**src/rtl/keypad_scan_ctrl.sv**
```systemverilog
// 4x4 matrix keypad scanner: one column driven low per sample period, rows synchronized,
// one shared debounce counter; accepted keys are presented on a valid/ready interface.
module keypad_scan_ctrl #(
  parameter int CLK_FREQ         = 100_000_000,
  parameter int SAMPLE_US        = 1000,
  parameter int DEBOUNCE_SAMPLES = 4
) (
  input  logic       clk,
  input  logic       rst,
  input  logic [3:0] row_in,
  output logic [3:0] col_out,
  output logic [3:0] key_code,
  output logic       key_valid,
  input  logic       key_ready,
  output logic       key_held,
  output logic       overflow,
  input  logic       ovf_clr
);
  localparam int SAMPLE_CYCLES = (CLK_FREQ / 1_000_000) * SAMPLE_US;
  localparam int TW = $clog2(SAMPLE_CYCLES);
  localparam int CW = $clog2(DEBOUNCE_SAMPLES + 1);
  localparam logic [TW-1:0] TICK_LAST = TW'(SAMPLE_CYCLES - 1);
  localparam logic [CW-1:0] CNT_DONE  = CW'(DEBOUNCE_SAMPLES);
  localparam logic [CW-1:0] CNT_ONE   = CW'(1);

  typedef enum logic [1:0] {SCAN = 2'd0, DEBOUNCE = 2'd1, HELD = 2'd2} state_t;

  state_t        state_q, state_d;
  logic [TW-1:0] tick_cnt_q, tick_cnt_d;
  logic [CW-1:0] cnt_q, cnt_d, cnt_inc;
  logic [1:0]    col_q, col_d, cand_row_q, cand_row_d;
  logic [3:0]    sync1_q, sync1_d, sync2_q, sync2_d;
  logic [3:0]    col_out_q, col_out_d, key_code_q, key_code_d;
  logic          key_valid_q, key_valid_d, key_held_q, key_held_d, overflow_q, overflow_d;
  logic          tick, idle, accept;
  logic [1:0]    active_row;

  // Lowest-index row pulled low wins when several rows are active.
  function automatic logic [1:0] lowest_low(input logic [3:0] rows);
    logic [1:0] idx;
    idx = 2'd0;
    for (int i = 3; i >= 0; i--) begin
      if (!rows[i]) idx = 2'(i);
    end
    return idx;
  endfunction

  assign tick       = (tick_cnt_q == TICK_LAST);
  assign idle       = (sync2_q == 4'b1111);
  assign active_row = lowest_low(sync2_q);
  assign cnt_inc    = cnt_q + CNT_ONE;

  // Next-state logic: scan/debounce FSM, handshake and overflow tracking
  always_comb begin
    sync1_d     = row_in;
    sync2_d     = sync1_q;
    tick_cnt_d  = tick ? {TW{1'b0}} : tick_cnt_q + TW'(1);
    col_out_d   = ~(4'b0001 << col_q);
    state_d     = state_q;
    col_d       = col_q;
    cand_row_d  = cand_row_q;
    cnt_d       = cnt_q;
    key_code_d  = key_code_q;
    key_held_d  = key_held_q;
    key_valid_d = key_valid_q & ~key_ready;
    overflow_d  = overflow_q & ~ovf_clr;
    accept      = 1'b0;
    if (tick) begin
      case (state_q)
        SCAN: begin
          if (idle) begin
            col_d = col_q + 2'd1;
          end else begin
            cand_row_d = active_row;
            cnt_d      = CNT_ONE;
            state_d    = DEBOUNCE;
            accept     = (CNT_ONE == CNT_DONE);
          end
        end
        DEBOUNCE: begin
          if (idle) begin
            col_d   = col_q + 2'd1;
            state_d = SCAN;
          end else begin
            if (active_row == cand_row_q) begin
              cnt_d = cnt_inc;
            end else begin
              cand_row_d = active_row;
              cnt_d      = CNT_ONE;
            end
            accept = (cnt_d == CNT_DONE);
          end
        end
        HELD: begin
          cnt_d = idle ? cnt_inc : {CW{1'b0}};
          if (idle && (cnt_inc == CNT_DONE)) begin
            key_held_d = 1'b0;
            col_d      = col_q + 2'd1;
            state_d    = SCAN;
          end else begin
            key_held_d = 1'b1;
          end
        end
        default: begin
          state_d = SCAN;
        end
      endcase
      if (accept) begin
        state_d    = HELD;
        cnt_d      = {CW{1'b0}};
        key_held_d = 1'b1;
        // A pending key that is not being consumed this cycle keeps priority over the new one.
        if (!key_valid_q || key_ready) begin
          key_code_d  = {cand_row_d, col_q};
          key_valid_d = 1'b1;
        end else begin
          overflow_d = 1'b1;
        end
      end else begin
        accept = 1'b0;
      end
    end else begin
      accept = 1'b0;
    end
  end

  // State, counters, synchronizer and registered outputs
  always_ff @(posedge clk or posedge rst) begin
    if (rst) begin
      state_q     <= SCAN;
      tick_cnt_q  <= {TW{1'b0}};
      cnt_q       <= {CW{1'b0}};
      col_q       <= 2'd0;
      cand_row_q  <= 2'd0;
      sync1_q     <= 4'b1111;
      sync2_q     <= 4'b1111;
      col_out_q   <= 4'b1110;
      key_code_q  <= 4'd0;
      key_valid_q <= 1'b0;
      key_held_q  <= 1'b0;
      overflow_q  <= 1'b0;
    end else begin
      state_q     <= state_d;
      tick_cnt_q  <= tick_cnt_d;
      cnt_q       <= cnt_d;
      col_q       <= col_d;
      cand_row_q  <= cand_row_d;
      sync1_q     <= sync1_d;
      sync2_q     <= sync2_d;
      col_out_q   <= col_out_d;
      key_code_q  <= key_code_d;
      key_valid_q <= key_valid_d;
      key_held_q  <= key_held_d;
      overflow_q  <= overflow_d;
    end
  end

  assign col_out   = col_out_q;
  assign key_code  = key_code_q;
  assign key_valid = key_valid_q;
  assign key_held  = key_held_q;
  assign overflow  = overflow_q;

endmodule
```
**config.mk**
```make
export PLATFORM = sky130hd
export DESIGN_NAME = keypad_scan_ctrl
export DESIGN_NICKNAME = d
export VERILOG_FILES = /design/src/rtl/keypad_scan_ctrl.sv
export SDC_FILE = /design/constraint.sdc
export NUM_CORES = 1
export LEC_CHECK = 0
export ABC_CLOCK_PERIOD_IN_PS = 4200
export BUFFER_PORTS_ARGS = -buffer_cell sky130_fd_sc_hd__buf_2
export CAP_MARGIN = 25
export CELL_PAD_IN_SITES_DETAIL_PLACEMENT = 0
export CELL_PAD_IN_SITES_GLOBAL_PLACEMENT = 1
export CORE_MARGIN = 10
export CORE_UTILIZATION = 44
export CTS_CLUSTER_DIAMETER = 60
export DETAILED_ROUTE_END_ITERATION = 10
export GPL_TIMING_DRIVEN = 1
export HOLD_SLACK_MARGIN = 0.08
export PLACE_DENSITY = 0.77
export SLEW_MARGIN = 0
export SYNTH_ARGS = -nofsm -noshare
export SYNTH_HDL_FRONTEND = slang
export SYNTH_SLANG_ARGS = --single-unit
```
**constraint.sdc**
```tcl
create_clock -name clk -period 4.2 [get_ports clk]
set_clock_uncertainty 0.1 [all_clocks]
set_input_delay 0.63 -clock clk [delete_from_list [all_inputs] [get_ports clk]]
set_output_delay 0.63 -clock clk [all_outputs]
set_load 0.01 [all_outputs]
```
==> Word level (Yosys, flattened, before mapping) <==
Cells that the tools add are included.
W data, S select, Z words.
{ "op_classes": {"add_sub_neg": 3, "n_eq_ne": 13, "shift": 1, "n_mux": 38, "bitwise": 5, "reduce_logical": 13} }
{ "ops": {"columns": ["operator", "count"], "rows": [
  ["$mux W2", 13],
  ["$mux W3", 8],
  ["$add A17 B1 Y17 const B", 1],
  ["$eq A17 B17 Y1 const B", 1],
  ["$mux W17", 1],
  ["$mux W1", 12],
  ["$ne A3 B3 Y1 const B", 4],
  ["$reduce_and A4 Y1", 3],
  ["$pmux W3 S3", 1],
  ["$pmux W2 S2", 2],
  ["$eq A3 B3 Y1 const B", 2],
  ["$pmux W2 S3", 1],
  ["$eq A4 B4 Y1 const B", 1],
  ["$not A4 Y4", 1],
  ["$reduce_bool A2 Y1", 2],
  ["$reduce_bool A4 Y1", 1],
  ["$shl A1 B2 Y4 const A", 1],
  ["$add A3 B1 Y3 const B", 1],
  ["$reduce_and A3 Y1", 1],
  ["$add A2 B1 Y2 const B", 1],
  ["$and A1 B1 Y1", 2],
  ["$eq A2 B1 Y1 const B", 1],
  ["$eq A2 B2 Y1", 1],
  ["$eq A2 B2 Y1 const B", 1],
  ["other kinds (9)", 10]
]} }
{ "word_totals": {"register_bits": 45, "elab_cells": 85} }

==> Longest topological paths before layout <==
{ "depth": {"word_depth": 15, "ltp_mapped": 7, "ltp_nobuf": 7} }

==> Least setup slack after synthesis <==
Ideal clock, no wire load.
{ "synth_timing": {"path_kind": "register to register", "from": "reg cnt_q[0]", "to": "reg key_code_q[0] (netlist: key_code[0])", "setup_time_ns": 0.125, "t_arrival_ns": 1.878, "required_time_ns": 3.975, "slack_ns": 2.097, "stages_incl_launch_ff": 7, "path_buffers": 0, "cell_sequence": "dfrtp_1 -> ha_1 -> ha_1 -> nor2_1 -> nand4_1 -> nor4b_4 -> mux2_4"} }
{ "synth_via": {"elab_chain_cells": 10} }
{ "synth_rtl": {"columns": ["item", "line_no", "rtl"], "rows": [
  ["start: declaration", "30", "logic [CW-1:0] cnt_q, cnt_d, cnt_inc;"],
  ["start signal: assignment", "132", "cnt_q <= {CW{1'b0}};"],
  ["start signal: assignment", "145", "cnt_q <= cnt_d;"],
  ["$add A3 B1 Y3", "51", "assign cnt_inc = cnt_q + CNT_ONE;"],
  ["$mux W3", "85", "if (active_row == cand_row_q) begin"],
  ["$mux W3", "81", "if (idle) begin"],
  ["$mux W3", "69", "case (state_q)"],
  ["$mux W3", "68", "if (tick) begin"],
  ["$eq A3 B3 Y1", "91", "accept = (cnt_d == CNT_DONE);"],
  ["$mux W1", "81", null],
  ["$mux W1", null, null],
  ["$mux W1", "68", null],
  ["$reduce_and A3 Y1 (no source line)", null, null],
  ["end signal: assignment", "151", "key_code_q <= key_code_d;"],
  ["end: declaration", "33", "logic [3:0] col_out_q, col_out_d, key_code_q, key_code_d;"]
]} }
No other way between the ends. The select of a mux whose other input is x is not followed.
A chain may end at the register's enable or synchronous reset.

==> Final worst setup path <==
{ "layout_timing": {"from": "reg cnt_q[0]", "to": "reg key_code_q[1] (netlist: key_code[1])"} }
Same word-level chain as after synthesis.

==> key figures <==
Outcome
  • Status: complete, no violations

Layout
  • Fin area: 2550 um^2
  • Ratio of cells with drive above 1 in the final layout: 0.254
  • # diodes: 0
  • Synthesis-to-finish area growth: 12.0%
  • Area of the multi-input gates: 1050 um^2
  • Sequential cell area: 1140 um^2
  • Nets: 250
  • Fillcell total: 477

Placement
  • Hpwl dp: 3.15 mm
  • Cell Area, Placed: 2450 um^2
  • Port Buffer Count: 18
  • GP Congestion: 0.826

Routing
  • DRT Pass-1 Iters: 4
  • Drt via density: 5.06
  • Total number of vias: 1529
  • DRC viols: 0
  • Routed Wire Length: 4.29 mm
  • Final ANT Viol Nets: 0
  • Detailed Route Iter0 Violations: 47
  • Drt wl/cell: 14.2 um

Clocking
  • Root Driver: clkbuf_8
  • CTS buffer count: 5
  • Hold-fix buffers at CTS: 0
  • Reg clk slew, reported paths: 0.09 ns
  • CTS tree: done
  • # clock sinks: 45
  • H-tree levels: 2
  • Post-CTS Resized: 0
  • Clk Latency, worst-skew pair: 0.29 ns
  • Postcts setup bufs: 0
  • CTS max path bufs: 2

Synth
  • Synth Flop Type: dfrtp_1
  • Synth async-reset ratio: 1.00
  • Syn. warnings: 0
  • Sequential share of the synthesized area: 0.501
  • Synth cell types: 49
  • Area leader, netlist: dfrtp_1
  • EDFF count, synth: 0
  • Mapped Nets: 225
  • Syn Inst Count: 206
  • Mean post-synth cell area: 11.0 um^2
  • Top-count cell post-synth: dfrtp_1
  • Largest cells by area after synthesis: dfrtp_1 37%, dfstp_2 13%, ha_1 6.1%
  • Post-synth top cells: 34 x dfrtp_1, 17 x inv_1, 16 x nand2_1
  • #FFs+latches synth: 45
  • Post-Synthesis Cell Area: 2270 um^2
  • Area share of the largest cell type after synthesis: 0.374

Die
  • Die width: 91.9 um
  • IO Count: 19
  • Number of placement rows: 26
  • Core Region: 5070 um^2
  • Die Ht: 91.9 um
  • Die Footprint: 8450 um^2
  • Initial Util: 0.448

Setup path
  • R2R Setup Slk: 1.91 ns
  • WS Path Type: reg2reg
  • Critical Path Start: cnt_q[0]
  • CP Capture Type: register
  • Crit path DAT: 2.37 ns
  • CP Launch Type: register
  • R2R Path End: key_code[1]
  • Largest fanout on the critical path: 6
  • CP endpoint: key_code[1]
  • Required time worst endpoint: 4.28 ns
  • Worst reg2reg path depth: 6
  • Reg-to-reg startpoint: cnt_q[0]

Global routing
  • Maximum number of pins on one net before global-route repair: 46
  • GRT overflow: 0
  • First-pass GRT wire length: 7.47 mm
  • Initial antenna violation count: 0
  • Total global-route track usage: 0.107
  • Vias in the first global route: 1588

Pwr
  • Pleak: 1.16 nW
  • Pwr dens: 293 nW/um^2
  • Worst VDD drop: 0.126 mV

STA
  • Fmax: 437 MHz
  • # setup viols final: 0
  • RSZ-0062 raised after global routing: false
  • Crit share post-route: 0.545
  • Slew HR: 0.626
  • Hold_ws: 0.259 ns
  • Worst Max-Slew Pin Slew: 0.561 ns
  • Hold Vio Cnt, Final: 0
  • Count of pins over their slew limit: 0
  • Setup TNS: 0 ns
  • Fin crit period: 2.29 ns

Worst hold path
  • Cells on Worst Hold Path: 0
  • Min-delay worst type: reg2reg

Run
  • Max-cap violations: 0
-- registers in the layout, summed over array words and instances, names as in the netlist --
signal      count
cand_row_q      2
tick_cnt_q     17
sync2_q         4
overflow        1
sync1_q         4
state_q         2
key_code        4
col_out         4
key_valid       1
col_q           2
cnt_q           3
key_held        1
-- routing by layer --
layer / vias up / part of all wire / global-route usage
li1: 762 / - / -
met1: 733 / 0.51 / 0.141
met2: 32 / 0.44 / 0.165
met3: 2 / 0.047 / 0.0375
met4: 0 / 0.0049 / 0.0270
met5: - / 0 / 0
-- cells in the final DEF, fill, tap and decap left out, types with 10 or more instances in the layout --
| cell type | netlist | routed |
|---|---|---|
| a21oi_1 | 10 | 10 |
| buf_2 | 1 | 18 |
| nor2_1 | 15 | 15 |
| dfstp_2 | 11 | 11 |
| nand3_1 | 11 | 11 |
| dfrtp_1 | 34 | 34 |
| xnor2_1 | 10 | 10 |
| ha_1 | 11 | 11 |
| inv_1 | 17 | 16 |
| nand2_1 | 16 | 16 |
-- per-stage QoR --
stage	worst slack [ns]	instances	util	total power [mW]
floorplan	2.10	206	-	0.466
global placement	1.96	294	0.483	0.474
detailed placement	1.93	294	0.483	0.475
CTS	1.91	302	0.502	0.760
global route	1.74	302	0.502	0.783
finish	1.91	302	0.502	0.746
-- kinds of logic (layout without fill, tap and decap cells) --
group	after synthesis	after routing	synth area share
AO/OA/AOI/OAI	29	29	0.0798
flip-flops	45	45	0.501
adder cells (fa/ha/maj)	11	11	0.0605
multiplexers	9	9	0.0501
XOR/XNOR	16	16	0.0616
buffers and inverters	19	45	0.0352
AND/OR/NAND/NOR	77	77	0.212
-- critical path, stage by stage, from the launching register on --
cell     delay [ns]
dfrtp_1        0.44
ha_1           0.22
ha_1           0.29
nor2_1         0.12
nand4_1        0.23
nor4b_4        0.46
mux2_4         0.34
-- where the power goes --
part | internal, mW | total [mW] | switching [mW]
Sequential | 0.440 | 0.444 | 0.00415
Clock | 0.134 | 0.280 | 0.146
Combinational | 0.00755 | 0.0220 | 0.0145
Total | 0.581 | 0.746 | 0.165
-- worst min path at each step --
stage	slack [ns]	start	endpoint
6_report	0.26	sync1_q[0]	sync2_q[0]
5_1_grt	0.26	sync1_q[2]	sync2_q[2]
4_1_cts	0.26	sync1_q[0]	sync2_q[0]
3_5_place_dp	0.25	sync1_q[0]	sync2_q[0]
3_3_place_gp	0.25	sync1_q[2]	sync2_q[2]
2_1_floorplan	0.25	sync1_q[0]	sync2_q[0]
-- layout make-up --
cell class / count / area share
Inverter: 17 / 0.0250
Clock inverter: 2 / 0.00540
Timing Repair Buffer: 20 / 0.0413
Clock buffer: 6 / 0.0324
Sequential cell: 45 / 0.447
Multi-Input combinational cell: 142 / 0.414
Tap cell: 70 / 0.0344
(Power assumes the default switching activity.)
